`src/rtl/mips_seq_pkg.sv`:
```
// mips_seq_pkg: shared constants for the MIPS R-type instruction sequencer.
// Holds the FSM state encoding, the opcode/funct values the core supports,
// the instruction field positions and a helper to recognise executable words.
package mips_seq_pkg;

  // Instruction field widths and positions (classic MIPS R-type layout)
  localparam int OPCODE_W   = 6;
  localparam int FUNCT_W    = 6;
  localparam int REG_W      = 5;
  localparam int OPCODE_LSB = 26;
  localparam int RD_LSB     = 11;
  localparam int FUNCT_LSB  = 0;
  localparam int INSTR_W    = 32;

  // Sequencer state encoding
  typedef enum logic [2:0] {
    S_IDLE  = 3'd0,
    S_FETCH = 3'd1,
    S_EXEC  = 3'd2,
    S_WB    = 3'd3,
    S_DONE  = 3'd4
  } state_t;

  // R-type opcode and the funct codes mips_core implements
  localparam logic [OPCODE_W-1:0] OP_RTYPE = 6'h00;
  localparam logic [FUNCT_W-1:0]  F_ADD    = 6'h20;
  localparam logic [FUNCT_W-1:0]  F_ADDU   = 6'h21;
  localparam logic [FUNCT_W-1:0]  F_SUB    = 6'h22;
  localparam logic [FUNCT_W-1:0]  F_AND    = 6'h24;
  localparam logic [FUNCT_W-1:0]  F_OR     = 6'h25;
  localparam logic [FUNCT_W-1:0]  F_SLL    = 6'h00;
  localparam logic [FUNCT_W-1:0]  F_SRL    = 6'h02;
  localparam logic [FUNCT_W-1:0]  F_SRA    = 6'h03;
  localparam logic [FUNCT_W-1:0]  F_SLTU   = 6'h2B;

  // Supported funct codes packed into one vector; entry k lives at [k*FUNCT_W +: FUNCT_W]
  localparam int NUM_FUNCT = 9;
  localparam logic [NUM_FUNCT*FUNCT_W-1:0] SUPPORTED_FUNCTS = {
    F_SLTU, F_SRA, F_SRL, F_SLL, F_OR, F_AND, F_SUB, F_ADDU, F_ADD
  };

  // Field extraction helpers
  function automatic logic [OPCODE_W-1:0] opcode_of(input logic [INSTR_W-1:0] w);
    return w[OPCODE_LSB +: OPCODE_W];
  endfunction

  function automatic logic [FUNCT_W-1:0] funct_of(input logic [INSTR_W-1:0] w);
    return w[FUNCT_LSB +: FUNCT_W];
  endfunction

  function automatic logic [REG_W-1:0] rd_of(input logic [INSTR_W-1:0] w);
    return w[RD_LSB +: REG_W];
  endfunction

endpackage

```
`src/rtl/mips_seq_imem.sv`:
```
// mips_seq_imem: program memory for the sequencer.
// One write port and one synchronous read port; the registered read data is
// the instruction word driven to the core, so it is reset to zero and only
// updates when a read is requested.
module mips_seq_imem #(
  parameter int DEPTH  = 64,
  parameter int ADDR_W = 6,
  parameter int DATA_W = 32
) (
  input  logic              clk,
  input  logic              reset,
  input  logic              we,
  input  logic [ADDR_W-1:0] waddr,
  input  logic [DATA_W-1:0] wdata,
  input  logic              re,
  input  logic [ADDR_W-1:0] raddr,
  output logic [DATA_W-1:0] rdata
);

  logic [DATA_W-1:0] mem [DEPTH];
  logic [DATA_W-1:0] rdata_reg;

  // Program load write port; contents deliberately survive reset
  always_ff @(posedge clk) begin
    if (we) begin
      mem[waddr] <= wdata;
    end
  end

  // Registered read; holds its word until the next read so the core input stays stable
  always_ff @(posedge clk) begin
    if (reset) begin
      rdata_reg <= '0;
    end else if (re) begin
      rdata_reg <= mem[raddr];
    end
  end

  assign rdata = rdata_reg;

endmodule

```
`src/rtl/mips_instr_sequencer.sv`:
```
// mips_instr_sequencer: clocked driver for the combinational R-type mips_core.
// Runs prog_len words from the internal memory, three cycles per word
// (FETCH / EXEC / WB), and emits a one-cycle register-file write per legal word.
// Optional feature: define MIPS_SEQ_CYCLE_CNT_EN to add the 32-bit cycle_cnt
// output, which counts busy cycles of the most recent run.
module mips_instr_sequencer
  import mips_seq_pkg::*;
#(
  parameter int IMEM_DEPTH = 64,
  parameter int ADDR_W     = 6,
  parameter int DATA_W     = 32
) (
  input  logic              clk,
  input  logic              reset,
  input  logic              imem_we,
  input  logic [ADDR_W-1:0] imem_waddr,
  input  logic [DATA_W-1:0] imem_wdata,
  input  logic [ADDR_W-1:0] prog_len,
  input  logic              start,
  output logic [DATA_W-1:0] instruction,
  input  logic [DATA_W-1:0] result,
  output logic              wb_en,
  output logic [4:0]        wb_addr,
  output logic [DATA_W-1:0] wb_data,
  output logic [ADDR_W-1:0] pc,
  output logic              busy,
  output logic              done,
  output logic              illegal
`ifdef MIPS_SEQ_CYCLE_CNT_EN
  ,
  output logic [31:0]       cycle_cnt
`endif
);

  state_t            state_reg;
  state_t            state_next;
  logic [ADDR_W-1:0] pc_reg;
  logic [ADDR_W-1:0] pc_inc;
  logic [ADDR_W-1:0] len_reg;
  logic              wb_en_reg;
  logic [REG_W-1:0]  wb_addr_reg;
  logic [DATA_W-1:0] wb_data_reg;
  logic              illegal_reg;

  // FSM-decoded strobes
  logic              start_ok;
  logic              imem_re;
  logic              imem_wr;
  logic              exec_cap;
  logic              wb_step;
  logic              last_instr;

  // Decode of the word currently presented to the core
  logic [OPCODE_W-1:0]  cur_opcode;
  logic [FUNCT_W-1:0]   cur_funct;
  logic [REG_W-1:0]     cur_rd;
  logic [NUM_FUNCT-1:0] funct_hit;
  logic                 instr_legal;

  assign pc_inc     = pc_reg + 1'b1;
  assign last_instr = (pc_inc == len_reg);

  assign cur_opcode = opcode_of(instruction[INSTR_W-1:0]);
  assign cur_funct  = funct_of(instruction[INSTR_W-1:0]);
  assign cur_rd     = rd_of(instruction[INSTR_W-1:0]);

  // One comparator per supported funct code
  generate
    for (genvar gi = 0; gi < NUM_FUNCT; gi++) begin : g_funct_match
      assign funct_hit[gi] = (cur_funct == SUPPORTED_FUNCTS[gi*FUNCT_W +: FUNCT_W]);
    end
  endgenerate

  assign instr_legal = (cur_opcode == OP_RTYPE) && (|funct_hit);

  // Program memory; its registered read data is the instruction output
  mips_seq_imem #(
    .DEPTH  (IMEM_DEPTH),
    .ADDR_W (ADDR_W),
    .DATA_W (DATA_W)
  ) u_imem (
    .clk   (clk),
    .reset (reset),
    .we    (imem_wr),
    .waddr (imem_waddr),
    .wdata (imem_wdata),
    .re    (imem_re),
    .raddr (pc_reg),
    .rdata (instruction)
  );

  // State register
  always_ff @(posedge clk) begin
    if (reset) begin
      state_reg <= S_IDLE;
    end else begin
      state_reg <= state_next;
    end
  end

  // Next-state logic: a zero-length run goes straight to DONE without fetching
  always_comb begin
    state_next = state_reg;
    case (state_reg)
      S_IDLE: begin
        if (start) begin
          state_next = (prog_len != '0) ? S_FETCH : S_DONE;
        end
      end
      S_FETCH: state_next = S_EXEC;
      S_EXEC:  state_next = S_WB;
      S_WB:    state_next = last_instr ? S_DONE : S_FETCH;
      S_DONE:  state_next = S_IDLE;
      default: state_next = S_IDLE;
    endcase
  end

  // Moore outputs and per-state strobes
  always_comb begin
    busy     = 1'b0;
    done     = 1'b0;
    start_ok = 1'b0;
    imem_re  = 1'b0;
    imem_wr  = 1'b0;
    exec_cap = 1'b0;
    wb_step  = 1'b0;
    case (state_reg)
      S_IDLE: begin
        start_ok = start;
        imem_wr  = imem_we;
      end
      S_FETCH: begin
        busy    = 1'b1;
        imem_re = 1'b1;
      end
      S_EXEC: begin
        busy     = 1'b1;
        exec_cap = 1'b1;
      end
      S_WB: begin
        busy    = 1'b1;
        wb_step = 1'b1;
      end
      S_DONE: begin
        done = 1'b1;
      end
      default: begin
        busy = 1'b0;
      end
    endcase
  end

  // Program counter and run length: rewound on start, advanced once per writeback
  always_ff @(posedge clk) begin
    if (reset) begin
      pc_reg  <= '0;
      len_reg <= '0;
    end else if (start_ok) begin
      pc_reg  <= '0;
      len_reg <= prog_len;
    end else if (wb_step) begin
      pc_reg  <= pc_inc;
    end
  end

  // Writeback: capture the core result in EXEC, pulse the write one cycle after WB
  always_ff @(posedge clk) begin
    if (reset) begin
      wb_en_reg   <= 1'b0;
      wb_addr_reg <= '0;
      wb_data_reg <= '0;
    end else begin
      wb_en_reg <= wb_step && instr_legal && (cur_rd != '0);
      if (exec_cap) begin
        wb_data_reg <= result;
        wb_addr_reg <= cur_rd;
      end
    end
  end

  // Sticky illegal flag; writes to $zero are legal no-ops and never set it
  always_ff @(posedge clk) begin
    if (reset) begin
      illegal_reg <= 1'b0;
    end else if (start_ok) begin
      illegal_reg <= 1'b0;
    end else if (wb_step && !instr_legal) begin
      illegal_reg <= 1'b1;
    end
  end

  assign wb_en   = wb_en_reg;
  assign wb_addr = wb_addr_reg;
  assign wb_data = wb_data_reg;
  assign pc      = pc_reg;
  assign illegal = illegal_reg;

`ifdef MIPS_SEQ_CYCLE_CNT_EN
  logic [31:0] cycle_cnt_reg;

  // Busy-cycle counter for the latest run; frozen outside FETCH/EXEC/WB
  always_ff @(posedge clk) begin
    if (reset) begin
      cycle_cnt_reg <= '0;
    end else if (start_ok) begin
      cycle_cnt_reg <= '0;
    end else if (busy) begin
      cycle_cnt_reg <= cycle_cnt_reg + 32'd1;
    end
  end

  assign cycle_cnt = cycle_cnt_reg;
`endif

endmodule
```
`config.mk`:
```
export PLATFORM = sky130hd
export DESIGN_NAME = mips_instr_sequencer
export DESIGN_NICKNAME = d
export VERILOG_FILES = /design/src/rtl/mips_seq_pkg.sv /design/src/rtl/mips_seq_imem.sv /design/src/rtl/mips_instr_sequencer.sv
export SDC_FILE = /design/constraint.sdc
export NUM_CORES = 2
export LEC_CHECK = 0
export ABC_AREA = 0
export BUFFER_PORTS_ARGS = -buffer_cell sky130_fd_sc_hd__buf_2
export CAP_MARGIN = 20
export CORE_MARGIN = 2
export CORE_UTILIZATION = 40
export CTS_CLUSTER_DIAMETER = 200
export DETAILED_ROUTE_END_ITERATION = 16
export PLACE_DENSITY = 0.66
export SLEW_MARGIN = 20
export SYNTH_ARGS = -nofsm -noshare
export SYNTH_HDL_FRONTEND = slang
export SYNTH_HIERARCHICAL = 1
export SYNTH_SLANG_ARGS = --single-unit
```
`constraint.sdc`:
```
create_clock -name clk -period 9.23 [get_ports clk]
set_input_delay 0.923 -clock clk [delete_from_list [all_inputs] [get_ports clk]]
set_output_delay 0.923 -clock clk [all_outputs]
set_load 0.02 [all_outputs]
```
======== Word-level counts from Yosys, hierarchy flattened ========
Memories as Yosys holds them, arrays and structs flattened. A register that Yosys moved wholly into a read port is not among the register bits.
Cells that the tools add are included.
storage, ports and cells
  bits in writable memories ............... 2048
  word-level logic and storage cells ...... 49
  input bits .............................. 80
  memories ................................ 1
  register bits ........................... 54
  output and inout bits ................... 79
cells by class
  muxes and demuxes ....................... 13
  reduce and logical (&&, ||, !) cells .... 13
  add/subtract/negate cells ............... 1
  equality and inequality tests ........... 14
memories
  memory      words  bits a word  rd ports  clocked after Yosys merged registers in  wr ports  line                 RTL
  u_imem.mem  64     32           1         1                                        1         mips_seq_imem.sv:20  logic [DATA_W-1:0] mem [DEPTH];
operator list
  cell                                                                   number
  6-bit equality test, second input constant                             6
  6-bit by 2-bit equality test with 1-bit output, second input constant  2
  6-bit zero test                                                        2
  3-bit one-hot mux with 4 select lines                                  1
  1-bit two-way mux                                                      9
  3-bit two-way mux                                                      3
  9-bit OR reduction                                                     1
  6-bit by 1-bit adder with 6-bit output, second input constant          1
  3-bit by 2-bit equality test with 1-bit output, second input constant  2
  6-bit equality test                                                    1
  6-bit nonzero test                                                     1
  5-bit nonzero test                                                     1
  1-bit logical AND                                                      4
  3-bit by 1-bit equality test with 1-bit output, second input constant  1
  3-bit equality test, second input constant                             1
  3-bit zero test                                                        1
  3-bit OR reduction                                                     1
  2-bit inequality test, second input constant                           1
  2-bit OR reduction                                                     1
  1-bit zero test                                                        1

======== Logic depth before layout (Yosys ltp) ========
  word-level depth ........................ 5
  mapped depth ............................ 11
  gate-level depth less buffers ........... 6

======== Cells and area by module ========
The synthesis kept the hierarchy.
by module, submodules not included
  module                instances  cells each  sequential area each (µm²)  area each (µm²)
  mips_seq_imem         1          3710        62139.6                     79590.1
  mips_instr_sequencer  1          277         1081.0                      2205.9

======== Least setup slack after synthesis ========
No wires, ideal clock.
  kind .................................... in2reg
  from .................................... input port imem_we
  to ...................................... memory u_imem.mem[48][0] (enable)
  required time ........................... 8.769 ns
  stages .................................. 4
  arrival time ............................ 3.679 ns
  library setup time ...................... 0.461 ns
  path buffers ............................ 0
  path slack .............................. 5.090 ns
  path through ............................ and2_1 > nor2b_1 > nand4b_1 > nor3_1
on the way
  word-level cells in the longest chain between the ends .. 3
ends and longest elaborated chain
  element                                  line                         RTL
  from (decl)                              mips_instr_sequencer.sv:15   input logic imem_we,
  1-bit two-way mux                        mips_instr_sequencer.sv:127  case (state_reg)
  1-bit two-way mux                        mips_seq_imem.sv:25          if (we) begin
  1-bit two-way mux (not written as such)  mips_seq_imem.sv:26          mem[waddr] <= wdata;
  to (decl)                                mips_seq_imem.sv:20
No other way between the ends.

======== Worst setup path after layout ========
  from .................................... register pc_reg[0], in the netlist pc[0]
  to ...................................... output port pc[0]
RTL lines
  element                 line                         RTL
  from (decl)             mips_instr_sequencer.sv:37   logic [ADDR_W-1:0] pc_reg;
  from (signal assigned)  mips_instr_sequencer.sv:162  pc_reg <= pc_inc;
  to (decl)               mips_instr_sequencer.sv:25   output logic [ADDR_W-1:0] pc,
No word-level cell between the ends.

==> impl_metrics.ini <==
[run_status]
run_status = completed

[sta]
max_freq_mhz = 252
drv_slew = 0
finalSetupTns_ps = 0
finalCritPeriodShare_pct = 43.1
timing.slew.headroom_pct = 23.6
rsz0062_at_grt = false
finalClockSkew_ps = 38.9
hold_slack_ps = 321
finalHoldViolations = 0
min_period_ps = 3980
setup_viol = 0
tightest_slew_ps = 1140

[finish]
finalNonFillerCells = 7101
largest_reg_flops = 2048
nNetsFinal = 4317
fin_util_pct = 45.9
drive_gt1_share_pct = 25.6
syn2layout_area_growth_pct = 13.9

[setup_path]
critPathArrivalTime_ps = 3050
end_kind = output pin
worstSetupPathType = flop to output pin
crit_fanout = 84
critical_path_required_ps = 8310
worst_setup_path_start_kind = flop

[place]
post-place-cells = 6697
dp_hpwl_um = 116000
place_congestion = 0.773
port_buffers = 158

[clock_network]
htreeDepth = 4
holdBufCountCts = 0
insertion_delay_ps = 860
cts-root-buf = clkbuf_16
cts-resized-gates = 0
cts.sinks = 2134
postCtsSetupBuffers = 0
cts-buffers-inserted = 209
cts.reportedPaths.clkPinSlew_ps = 60
cts_tree = done
clockBufferDepth = 3

[synth]
synthArstFlopShare_pct = 0
syn-cell-area_um2 = 81800
syn_avg_cell_area_um2 = 20.5
yosysWarnings = 6
synth_edf_count = 2048
synth_seq_cells = 2134
synth.yosys.seq_area_share_pct = 77.3
synthDistinctLibCells = 63
syn-num-nets = 4068
syn_inst = 3987
synth-main-ff-cell = edfxtp_1

[job]
maxCapViolations = 0

[power]
ir_drop_v = 0.000163
p_leak_nw = 27.9
power_density_nw_per_um2 = 218
p_total_mw = 20.3

[die]
rows = 165
start_util_pct = 40.3
core_area_um2 = 203000
chipWidth_um = 456
num_io_pins = 159
die_h_um = 456
die-area_um2 = 208000

[global_route]
overflow = 0
grt.total_usage_pct = 20.8
grt_start_max_net_pins = 125
grt_first_pass_wirelength_um = 311000
antenna_found_initial = 9
grt_pass1_vias = 41600

[routing]
first_iter_violations = 5113
totalWireLength_um = 221000
viasPerCell = 5.99
antenna_left = 0
drc = 0
drt_pass1_iterations = 6
wire_per_inst_um = 31.1
via_count = 42500

[worst_hold_path]
hold_class = input pin to flop
[metrics by stage]
step | cell area (um2) | setup slack [ps]
after global placement | 86200 | 4700
after detailed placement | 86300 | 5360
final | 93100 | 5250
after CTS | 93000 | 5170
after floorplan | 81800 | 5090
after global routing | 93100 | 5110
[layout by cell type (no fill, tap or decap), types with 7 or more instances in the layout]
cell	count
edfxtp_1	2048
mux4_2	386
mux2i_1	270
clkbuf_16	211
buf_4	144
buf_2	132
nand2_1	124
a21oi_1	113
dfxtp_1	81
o22ai_1	81
nor2_4	64
clkbuf_1	58
o21ai_0	57
nor2_1	56
o221ai_1	52
a22oi_1	50
mux2_2	46
clkinv_2	42
a31oi_1	39
a221oi_1	31
and2_1	30
clkinv_1	26
a221o_1	26
clkbuf_8	24
nand3_1	19
o21a_1	18
nand4_1	14
bufinv_16	11
a2111oi_0	10
a311oi_1	9
diode_2	8
xnor2_1	8
clkinvlp_4	7
nor2b_1	7
[final timing paths]
kind,from,end,slack [ps],cells after the start
max,pc[0]$_SDFFE_PP0P_,pc[0],5250,3
min,result[11],wb_data[11]$_SDFFE_PP0P_,320,3
max reg2reg,pc[2]$_SDFFE_PP0P_,u_imem/rdata[17]$_SDFFE_PP0P_,5290,7
min reg2reg,wb_data[18]$_SDFFE_PP0P_,wb_data[18]$_SDFFE_PP0P_,450,2
[power by group]
| group | leakage (nW) | total (mW) | switching (mW) | internal (mW) |
|---|---|---|---|---|
| sequential | 19.1 | 10.8 | 0.107 | 10.7 |
| clock | 3.33 | 8.36 | 3.62 | 4.74 |
| combinational | 5.47 | 1.12 | 0.746 | 0.373 |
| total | 27.9 | 20.3 | 4.47 | 15.8 |
[per-layer routing]
layer	global-route usage, %	vias up	part of all wire [%]
met1	28.4	22700	40
met5	0	-	0
met4	6.48	0	3.1
li1	-	17200	-
met3	4.05	377	8.9
met2	33.8	2280	48
[cell type report]
type / instances / area, um2
Timing Repair Buffer: 282 / 1850
Sequential cell: 2134 / 63200
Clock inverter: 101 / 958
Antenna cell: 8 / 20.0
Clock buffer: 295 / 5840
Multi-Input combinational cell: 1606 / 17900
Tap cell: 2672 / 3340
Inverter: 3 / 13.8
Fill cell: 16700 / 110000
[cell families (layout without fill, tap and decap cells)]
group           count (synthesis)  after routing  synth area share (%)
other cells                     0              8                     0
simple gates                  372            372                  2.10
compound gates                518            518                  4.34
flops                        2134           2134                  77.3
buf+inv                       247            681                  1.54
mux                           702            702                  14.6
fa+ha+maj                       1              1                0.0153
xor+xnor                       13             13                 0.148
[synthesized netlist by cell type (all sizes together) (52+ instances only)]
| cell type | number | area share (%) |
|---|---|---|
| edfxtp | 2048 | 75 |
| mux4 | 386 | 11 |
| mux2i | 270 | 3.3 |
| buf | 139 | 1.0 |
| nand2 | 126 | 0.58 |
| nor2 | 122 | 0.56 |
| a21oi | 113 | 0.69 |
| clkbuf | 105 | 0.50 |
| dfxtp | 86 | 2.1 |
| o22ai | 81 | 0.62 |
| o21ai | 57 | 0.35 |
| o221ai | 52 | 0.56 |
[critical path: stages (launching register included)]
cell and delay [ps]:
dfxtp_4 650, buf_4 560, buf_12 520, buf_2 310
Note: power is estimated with default switching activity, not from simulation.
